File: config.mk
export PLATFORM = sky130hd
export DESIGN_NAME = imem_loader_flat
export DESIGN_NICKNAME = d
export VERILOG_FILES = /design/src/rtl/imem_loader_pkg.sv /design/src/rtl/imem_loader_if.sv /design/src/rtl/imem_loader_byte_packer.sv /design/src/rtl/imem_loader.sv /design/src/flat_wrapper.sv
export SDC_FILE = /design/constraint.sdc
export NUM_CORES = 1
export LEC_CHECK = 0
export BUFFER_PORTS_ARGS = -buffer_cell sky130_fd_sc_hd__buf_2
export CORE_ASPECT_RATIO = 0.75
export CORE_MARGIN = 2
export CORE_UTILIZATION = 50
export DETAILED_ROUTE_END_ITERATION = 6
export PLACE_DENSITY = 0.8
export SLEW_MARGIN = 20
export SYNTH_ARGS = -nofsm -noshare
export SYNTH_HDL_FRONTEND = slang
export SYNTH_SLANG_ARGS = --single-unit
File: constraint.sdc
create_clock -name clk -period 4.6 [get_ports clk]
set_clock_uncertainty 0.05 [all_clocks]
set_input_delay 1.38 -clock clk [delete_from_list [all_inputs] [get_ports clk]]
set_output_delay 1.38 -clock clk [all_outputs]
set_load 0.02 [all_outputs]
File: src/rtl/imem_loader_pkg.sv
// Shared types and constants for the instruction-memory loader.
// Frame layout: LEN_LO, LEN_HI, 4*N data bytes, XOR checksum.
package imem_loader_pkg;

  typedef enum logic [2:0] {
    S_IDLE,
    S_LEN0,
    S_LEN1,
    S_DATA,
    S_CSUM,
    S_DONE,
    S_ERR
  } state_t;

  localparam int BYTE_W = 8;
  localparam int WORD_W = 32;
  localparam int LEN_W  = 16;
  localparam int LANE_W = 2;

  localparam logic [BYTE_W-1:0] CSUM_SEED = 8'h00;

  function automatic logic [BYTE_W-1:0] csum_step(
    input logic [BYTE_W-1:0] acc,
    input logic [BYTE_W-1:0] b
  );
    return acc ^ b;
  endfunction

endpackage

File: src/rtl/imem_loader_if.sv
// Byte-stream input and instruction-memory write bus of the loader.
// master = loader side, slave = stream source / memory side.
interface imem_loader_if #(
  parameter int ADDR_W = 10
);
  logic              byte_valid;
  logic [7:0]        byte_data;
  logic              byte_ready;
  logic              imem_we;
  logic [ADDR_W-1:0] imem_addr;
  logic [31:0]       imem_wdata;

  modport master (
    input  byte_valid,
    input  byte_data,
    output byte_ready,
    output imem_we,
    output imem_addr,
    output imem_wdata
  );

  modport slave (
    output byte_valid,
    output byte_data,
    input  byte_ready,
    input  imem_we,
    input  imem_addr,
    input  imem_wdata
  );
endinterface

File: src/rtl/imem_loader_byte_packer.sv
// Assembles four stream bytes into a little-endian word.
// word_full pulses for one cycle with the finished word.
module imem_loader_byte_packer
  import imem_loader_pkg::*;
(
  input  logic              clk,
  input  logic              res,
  input  logic              clr,
  input  logic              push,
  input  logic [BYTE_W-1:0] din,
  output logic [LANE_W-1:0] lane,
  output logic [WORD_W-1:0] word,
  output logic              word_full
);

  logic [23:0] part;

  // lane counter, partial lanes 0..2 and the completed word
  always_ff @(posedge clk) begin
    if (!res) begin
      lane      <= '0;
      part      <= '0;
      word      <= '0;
      word_full <= 1'b0;
    end else begin
      word_full <= 1'b0;
      if (clr) begin
        lane <= '0;
        part <= '0;
      end else if (push) begin
        lane <= lane + 1'b1;
        unique case (lane)
          2'd0: part[7:0]   <= din;
          2'd1: part[15:8]  <= din;
          2'd2: part[23:16] <= din;
          2'd3: begin
            word      <= {din, part};
            word_full <= 1'b1;
          end
          default: ;
        endcase
      end
    end
  end

endmodule

File: src/rtl/imem_loader.sv
// Loads a framed program image into instruction memory and holds
// the core in reset until the frame checksum has been verified.
module imem_loader
  import imem_loader_pkg::*;
#(
  parameter int ADDR_W    = 10,
  parameter int MAX_WORDS = 2**(ADDR_W-2)
) (
  input  logic          clk,
  input  logic          res,
  input  logic          start,
  imem_loader_if.master bus,
  output logic          core_hold,
  output logic          done,
  output logic          error
);

  localparam int IDX_W = $clog2(MAX_WORDS + 1);

  state_t              state;
  state_t              state_n;
  logic [BYTE_W-1:0]   len_lo;
  logic [LEN_W-1:0]    len;
  logic [IDX_W-1:0]    idx;
  logic [BYTE_W-1:0]   xsum;
  logic [ADDR_W-1:0]   addr_q;
  logic [LANE_W-1:0]   lane;
  logic [WORD_W-1:0]   pk_word;
  logic                pk_full;
  logic                in_frame;
  logic                acc;
  logic                restart;
  logic                lane_done;
  logic                last_word;
  logic [LEN_W-1:0]    len_full;
  logic                len_ovf;

  assign in_frame  = (state == S_LEN0) || (state == S_LEN1) ||
                     (state == S_DATA) || (state == S_CSUM);
  assign bus.byte_ready = in_frame && !pk_full;
  assign acc       = bus.byte_valid && bus.byte_ready;
  assign restart   = start && ((state == S_IDLE) ||
                     (state == S_DONE) || (state == S_ERR));
  assign lane_done = acc && (state == S_DATA) && (lane == 2'd3);
  assign last_word = (LEN_W'(idx) + 1'b1) == len;
  assign len_full  = {bus.byte_data, len_lo};
  assign len_ovf   = len_full > LEN_W'(MAX_WORDS);

  assign bus.imem_we    = pk_full;
  assign bus.imem_wdata = pk_word;
  assign bus.imem_addr  = addr_q;

  assign core_hold = (state != S_DONE);
  assign done      = (state == S_DONE);
  assign error     = (state == S_ERR);

  imem_loader_byte_packer u_packer (
    .clk       (clk),
    .res       (res),
    .clr       (restart),
    .push      (acc && (state == S_DATA)),
    .din       (bus.byte_data),
    .lane      (lane),
    .word      (pk_word),
    .word_full (pk_full)
  );

  // state register
  always_ff @(posedge clk) begin
    if (!res) state <= S_IDLE;
    else      state <= state_n;
  end

  // frame sequencing
  always_comb begin
    state_n = state;
    unique case (state)
      S_IDLE: if (start) state_n = S_LEN0;
      S_LEN0: if (acc) state_n = S_LEN1;
      S_LEN1: begin
        if (acc) begin
          if (len_ovf)             state_n = S_ERR;
          else if (len_full == '0) state_n = S_CSUM;
          else                     state_n = S_DATA;
        end
      end
      S_DATA: if (lane_done && last_word) state_n = S_CSUM;
      S_CSUM: begin
        if (acc) begin
          if (bus.byte_data == xsum) state_n = S_DONE;
          else                       state_n = S_ERR;
        end
      end
      S_DONE: if (start) state_n = S_LEN0;
      S_ERR:  if (start) state_n = S_LEN0;
      default: state_n = S_IDLE;
    endcase
  end

  // length, word index, checksum and write address
  always_ff @(posedge clk) begin
    if (!res) begin
      len_lo <= '0;
      len    <= '0;
      idx    <= '0;
      xsum   <= CSUM_SEED;
      addr_q <= '0;
    end else begin
      if (restart) begin
        idx  <= '0;
        xsum <= CSUM_SEED;
      end
      if (acc && (state == S_LEN0)) len_lo <= bus.byte_data;
      if (acc && (state == S_LEN1)) len <= len_full;
      if (acc && (state == S_DATA))
        xsum <= csum_step(xsum, bus.byte_data);
      if (lane_done) begin
        addr_q <= {idx[ADDR_W-3:0], 2'b00};
        idx    <= idx + 1'b1;
      end
    end
  end

endmodule

File: src/flat_wrapper.sv
// flat-port wrapper written by rule: the top's interface ports become plain ports
module imem_loader_flat import imem_loader_pkg::*;
#(
  parameter int ADDR_W    = 10,
  parameter int MAX_WORDS = 2**(ADDR_W-2)
)
  (clk, res, start, core_hold, done, error, bus_byte_valid, bus_byte_data, bus_byte_ready, bus_imem_we, bus_imem_addr, bus_imem_wdata);
  imem_loader_if #(.ADDR_W(ADDR_W)) bus_i ();
  input  logic clk;
  input  logic res;
  input  logic start;
  output logic core_hold;
  output logic done;
  output logic error;
  input wire logic [$bits(bus_i.byte_valid)-1:0] bus_byte_valid;
  input wire logic [$bits(bus_i.byte_data)-1:0] bus_byte_data;
  output wire logic [$bits(bus_i.byte_ready)-1:0] bus_byte_ready;
  output wire logic [$bits(bus_i.imem_we)-1:0] bus_imem_we;
  output wire logic [$bits(bus_i.imem_addr)-1:0] bus_imem_addr;
  output wire logic [$bits(bus_i.imem_wdata)-1:0] bus_imem_wdata;
  assign bus_i.byte_valid = bus_byte_valid;
  assign bus_i.byte_data = bus_byte_data;
  assign bus_byte_ready = bus_i.byte_ready;
  assign bus_imem_we = bus_i.imem_we;
  assign bus_imem_addr = bus_i.imem_addr;
  assign bus_imem_wdata = bus_i.imem_wdata;
  imem_loader #(.ADDR_W(ADDR_W), .MAX_WORDS(MAX_WORDS)) u_core (.clk(clk), .res(res), .start(start), .bus(bus_i), .core_hold(core_hold), .done(done), .error(error));
endmodule
==> impl_metrics.json, run 1 <==
{
  "seq_area_frac_synth_pct": 43.8,
  "hold_viol_final": 0,
  "max_slew_margin_pct": 33.6,
  "finalMaxSlewViolations": 0,
  "ant_nets": 0,
  "yosys_register_bits": 111,
  "p_switching_mw": 0.620,
  "leakagePower_nw": 2.05,
  "arrival_ns": 3.12,
  "ys_warn_count": 0,
  "slowest_delay_ns": 0.74,
  "drtPass1Iterations": 5,
  "htreeDepth": 3,
  "p_comb_share_pct": 15.2,
  "clock.fmax_mhz": 336,
  "end_kind": "flip-flop",
  "io_buffers": 56,
  "area.growth.synth_to_final_pct": 10.8,
  "syn_avg_cell_area_um2": 8.15,
  "tightest_slew_ns": 0.996,
  "die_h_um": 91.3,
  "cts_hold_buf": 0,
  "root_buffer": "clkbuf_16",
  "ioPinCount": 59,
  "slowest_stage": "and2_1",
  "cts_resized": 0,
  "setup_tns_ns": 0,
  "antenna_found_initial": 0,
  "via_count": 4287,
  "post-route-period-util_pct": 64.7,
  "crit_path_start_kind": "primary input",
  "wl_per_cell_um": 14.9,
  "clk_latency_ns": 0.35,
  "syn-cell-area_um2": 5080,
  "p_clk_share_pct": 36.7,
  "outcome": "completed",
  "finalWorstSetupSlack_ns": 1.62,
  "clk_pin_slew_ns": 0.07,
  "final_common_cell": "nand2_1",
  "ff_latch_area_um2": 2220,
  "crit_top_cell": "nand2_1",
  "core_um2": 9770,
  "rsz0062_at_grt": "no",
  "cts_buffers": 9,
  "gr-total-overflow": 0,
  "dpl.hpwl_mm": 7.93,
  "grt_pass1_vias": 4017,
  "cp.required_ns": 4.74,
  "netlist-cell-type-count": 52,
  "cts_tree": "yes",
  "num_rows": 31,
  "drtIter0Drc": 307,
  "cp_cell_sequence": "buf_2, nor2b_1, and2_1, nand2_1, nand2_1, a21oi_1",
  "synth_ff_type": "dfxtp_1",
  "hp-class": "flip-flop to flip-flop",
  "swShare_pct": 28.6,
  "gp_congestion": 0.853,
  "grtUsageTotal_pct": 21.8,
  "layout-drive-gt1-share_pct": 13.3,
  "intPower_mw": 1.55,
  "fin_hold_ws_ns": 0.407,
  "path_class": "primary input to flip-flop",
  "post-place-ws_ns": 1.29,
  "multiInputGateArea_um2": 2580,
  "cts_setup_buffers": 0,
  "routed_wl_mm": 11.6,
  "nFillCells": 887,
  "critical_path_peak_fanout": 24,
  "die_width_um": 120,
  "start_util_pct": 51.9,
  "powerDensity_nw_per_um2": 386,
  "grt_pass1_wl_mm": 19.3,
  "setup_viol": 0,
  "layout_min_cycle_time_ns": 2.98,
  "grt_max_degree": 86,
  "die_area_um2": 11000,
  "antenna_cells": 0,
  "postLayoutCoreUtil_pct": 57.6,
  "ir_drop_mv": 0.233,
  "r2r_cells": 7,
  "finalNetCount": 660,
  "seqPwrFrac_pct": 48.0,
  "synthCells": 623,
  "cts_max_path_buffers": 2,
  "drc": 0,
  "layout_common_cells": "nand2_1 (152), dfxtp_1 (111), buf_2 (56), a21boi_0 (55), a21oi_1 (36)",
  "synth-edff-count": 0,
  "via_per_inst": 5.50,
  "drv_cap": 0,
  "worst_hold_path.num_cells": 2,
  "cts.sinks": 111,
  "synth_async_sr_flop_share_pct": 0
}
## cell families after synthesis
| kind of cell | count (synthesis) | synth area share, % |
|---|---|---|
| buf+inv | 60 | 5.69 |
| compound gates | 143 | 18.8 |
| fa+ha+maj | 5 | 1.23 |
| xor+xnor | 22 | 3.80 |
| simple gates | 273 | 25.1 |
| mux | 8 | 1.58 |
| other cells | 1 | 0.0739 |
| flops | 111 | 43.8 |
## sequential cells by signal, summed over array words and instances, names as in the netlist
signal,count
u_core.state,3
u_core.len,16
u_core.u_packer.word_full,1
u_core.u_packer.lane,2
u_core.len_lo,8
u_core.bus.imem_addr,8
u_core.idx,9
u_core.xsum,8
u_core.u_packer.part,24
u_core.u_packer.word,32
## worst paths after layout
path | startpoint | endpoint | slack (ns)
worst max-delay path | bus_byte_valid | u_core.u_packer.part[12] | 1.62
worst max register to register | u_core.idx[0] | u_core.state[2] | 2.02
worst min register to register | u_core.u_packer.part[17] | u_core.u_packer.part[17] | 0.41
worst min-delay path | u_core.u_packer.part[17] | u_core.u_packer.part[17] | 0.41
## power groups by stage
stage               combinational [mW]  sequential (mW)  clock [mW]
floorplan                        0.279             1.03           0
finish                           0.331             1.04       0.797
CTS                              0.324             1.04       0.806
detailed placement               0.321             1.06           0
global placement                 0.309             1.06           0
global route                     0.358             1.05       0.842
## worst max-delay path: cells and delay by family
family / cells / cell delay, ns
buf+inv: 1 / 0.08
compound gates: 1 / 0.09
simple gates: 4 / 1.55
## cells in the mapped netlist, types with 2 or more instances
| cell type | count | area share [%] |
|---|---|---|
| ha_1 | 5 | 1.2 |
| nor2b_1 | 16 | 2.0 |
| or3_1 | 5 | 0.62 |
| dfxtp_1 | 111 | 44 |
| nand2b_1 | 5 | 0.62 |
| a21oi_1 | 36 | 3.5 |
| nand4_1 | 5 | 0.62 |
| xnor2_1 | 8 | 1.4 |
| buf_2 | 24 | 2.4 |
| xor2_1 | 14 | 2.4 |
| a21boi_1 | 15 | 2.2 |
| a31oi_1 | 2 | 0.25 |
| and2_1 | 5 | 0.62 |
| and3_1 | 3 | 0.37 |
| nor3b_1 | 2 | 0.30 |
| nand3b_1 | 8 | 1.2 |
| a21boi_0 | 55 | 8.1 |
| inv_1 | 6 | 0.44 |
| nor4_1 | 5 | 0.62 |
| clkbuf_1 | 22 | 1.6 |
| nand2_1 | 152 | 11 |
| buf_4 | 7 | 1.0 |
| nor3_1 | 7 | 0.69 |
| o21ai_0 | 20 | 2.0 |
| nor2_1 | 21 | 1.6 |
| mux2i_1 | 8 | 1.6 |
| nand3_1 | 31 | 3.1 |
## layer usage
metal | GRT usage, % | part of all wire (%) | wire [µm]
met1 | 31.0 | 48 | 5610
met2 | 33.3 | 43 | 5020
met3 | 5.84 | 7.1 | 827
met4 | 4.65 | 1.1 | 125
met5 | 0 | 0 | 0
## cell type report
type                    count  area share, %
clock buffers              10           4.25
multi-input cells         453           45.9
inverters                   6          0.400
well taps                 132           2.94
clock inverters             6           1.22
repair buffers             62           5.78
flip-flops and latches    111           39.5
## stage by stage
step	area (µm²)	power [mW]	instances
2_1_floorplan	5080	1.31	624
3_3_place_gp	5310	1.37	764
3_5_place_dp	5310	1.38	764
4_1_cts	5620	2.17	780
5_1_grt	5630	2.25	780
6_report	5630	2.17	780
(Power assumes the default switching activity.)
==> run 2, diff against run 1 <==
- PLACE_DENSITY: 0.8 -> 0.83
- clock period: 4.6 -> 2.5 ns (I/O delays scaled with it)
==> impl_metrics.json, run 2 (synthesized netlist as in run 1, its figures left out) <==
{
  "p_clk_share_pct": 35.9,
  "antenna_cells": 0,
  "cts_buffers": 9,
  "clk_latency_ns": 0.35,
  "top_regs": "u_core.u_packer.word: 32 flops, u_core.u_packer.part: 24 flops, u_core.len: 16 flops",
  "crit_path_start_kind": "flip-flop",
  "die_area_um2": 11000,
  "ant_nets": 0,
  "leakagePower_nw": 2.10,
  "via_per_inst": 5.67,
  "gr-total-overflow": 0,
  "num_rows": 31,
  "wl_per_cell_um": 15.2,
  "max_slew_margin_pct": 48.8,
  "hold_viol_final": 0,
  "core_um2": 9770,
  "drtIter0Drc": 317,
  "hp-class": "flip-flop to flip-flop",
  "grt_pass1_wl_mm": 20.0,
  "dr_wl_met2_mm": 5.37,
  "cp.required_ns": 2.74,
  "swShare_pct": 28.6,
  "grt_pass1_vias": 4191,
  "routed_wl_mm": 12.0,
  "top_register": "u_core.u_packer.word",
  "die_h_um": 91.3,
  "path_buf_inv": 0,
  "cts_max_path_buffers": 2,
  "wl_met3_mm": 1.05,
  "end_kind": "flip-flop",
  "drv_cap": 0,
  "gp_congestion": 0.881,
  "wl_met1_mm": 5.52,
  "root_buffer": "clkbuf_16",
  "ir_drop_mv": 0.499,
  "tightest_slew_ns": 0.761,
  "layout_min_cycle_time_ns": 2.34,
  "die_width_um": 120,
  "finalNetCount": 672,
  "outcome": "completed",
  "powerDensity_nw_per_um2": 703,
  "grt_max_degree": 50,
  "clock.fmax_mhz": 427,
  "arrival_ns": 2.58,
  "via_count": 4491,
  "cts.sinks": 111,
  "dpl.hpwl_mm": 8.28,
  "highest_layer": "met4",
  "multiInputGateArea_um2": 2580,
  "slowest_stage": "dfxtp_1",
  "drtPass1Iterations": 5,
  "postLayoutCoreUtil_pct": 58.3,
  "layout-drive-gt1-share_pct": 14.8,
  "grtUsageTotal_pct": 22.4,
  "path_class": "flip-flop to flip-flop",
  "antenna_found_initial": 0,
  "cts_hold_buf": 0,
  "final_common_cell": "nand2_1",
  "critical_path_peak_fanout": 11,
  "nFillCells": 876,
  "post-route-period-util_pct": 93.7,
  "start_util_pct": 51.9,
  "finalMaxSlewViolations": 0,
  "cp_cell_sequence": "ha_2, nand4_1, o21a_1, o41ai_1, a21oi_1, o31ai_2, o2111a_1",
  "seqPwrFrac_pct": 47.9,
  "cts_setup_buffers": 0,
  "htreeDepth": 3,
  "cts_tree": "yes",
  "setup_tns_ns": 0,
  "layout_common_cells": "nand2_1 (152), dfxtp_1 (111), buf_2 (56), a21boi_0 (55), a21oi_1 (36)",
  "setup_viol": 0,
  "io_buffers": 56,
  "p_switching_mw": 1.15,
  "drc": 0,
  "clk_pin_slew_ns": 0.07,
  "ff_latch_area_um2": 2220,
  "p_comb_share_pct": 16.3,
  "rsz0062_at_grt": "no",
  "ioPinCount": 59,
  "intPower_mw": 2.86,
  "slowest_delay_ns": 0.48,
  "crit_family": "compound AO/OA/AOI/OAI gates",
  "largest_reg_flops": 32,
  "area.growth.synth_to_final_pct": 12.3
}
## run 2: cell type report
class                           instances  share of cell area [%]
Multi-Input combinational cell        453                    45.2
Sequential cell                       111                    39.0
Timing Repair Buffer                   74                    7.28
Clock buffer                           11                    4.26
Tap cell                              132                    2.90
Clock inverter                          5                    1.01
Inverter                                6                   0.395
## run 2: repair_timing
action                                 in CTS  in global routing
setup endpoints to repair                   0                  3
gates resized for setup                     0                  1
endpoints found under the hold margin       0                  0
## run 2: worst register-to-register path, delay by kind of cell (launching register included)
| family | cells | cell delay (ns) |
|---|---|---|
| flip-flops | 1 | 0.48 |
| AND/OR/NAND/NOR | 1 | 0.18 |
| adder cells (fa/ha/maj) | 1 | 0.36 |
| AO/OA/AOI/OAI | 5 | 1.22 |
## run 2: final timing paths
| kind | endpoint | startpoint | depth (start not counted) | slack [ns] |
|---|---|---|---|---|
| max | u_core.state[2] | u_core.idx[1] | 7 | 0.16 |
| min | u_core.u_packer.word[12] | u_core.u_packer.word[12] | 2 | 0.40 |
| max reg2reg | u_core.state[2] | u_core.idx[1] | 7 | 0.16 |
| min reg2reg | u_core.u_packer.word[12] | u_core.u_packer.word[12] | 2 | 0.40 |
## run 2: power by group through the flow
stage | Combinational [mW] | Sequential, mW | Clock (mW)
after CTS | 0.640 | 1.91 | 1.46
after floorplan | 0.513 | 1.90 | 0
after global placement | 0.594 | 1.95 | 0
after global routing | 0.704 | 1.92 | 1.54
after detailed placement | 0.627 | 1.95 | 0
final | 0.652 | 1.92 | 1.44
## run 2: routing by layer
layer  vias up  GRT usage (%)
li1       2149              -
met1      2105           31.6
met2       223           34.8
met3        14           4.84
met4         0           5.52
met5         -              0
## run 2: stage by stage
stage	std cells	hold slack, ns	worst slack [ns]	area (µm²)	total power, mW
after floorplan	624	0.381	0.261	5080	2.41
after global placement	776	0.390	0.208	5400	2.54
after detailed placement	776	0.392	0.129	5400	2.58
after CTS	792	0.402	0.0989	5700	4.02
after global routing	792	0.419	0.0363	5700	4.17
final	792	0.397	0.158	5700	4.01
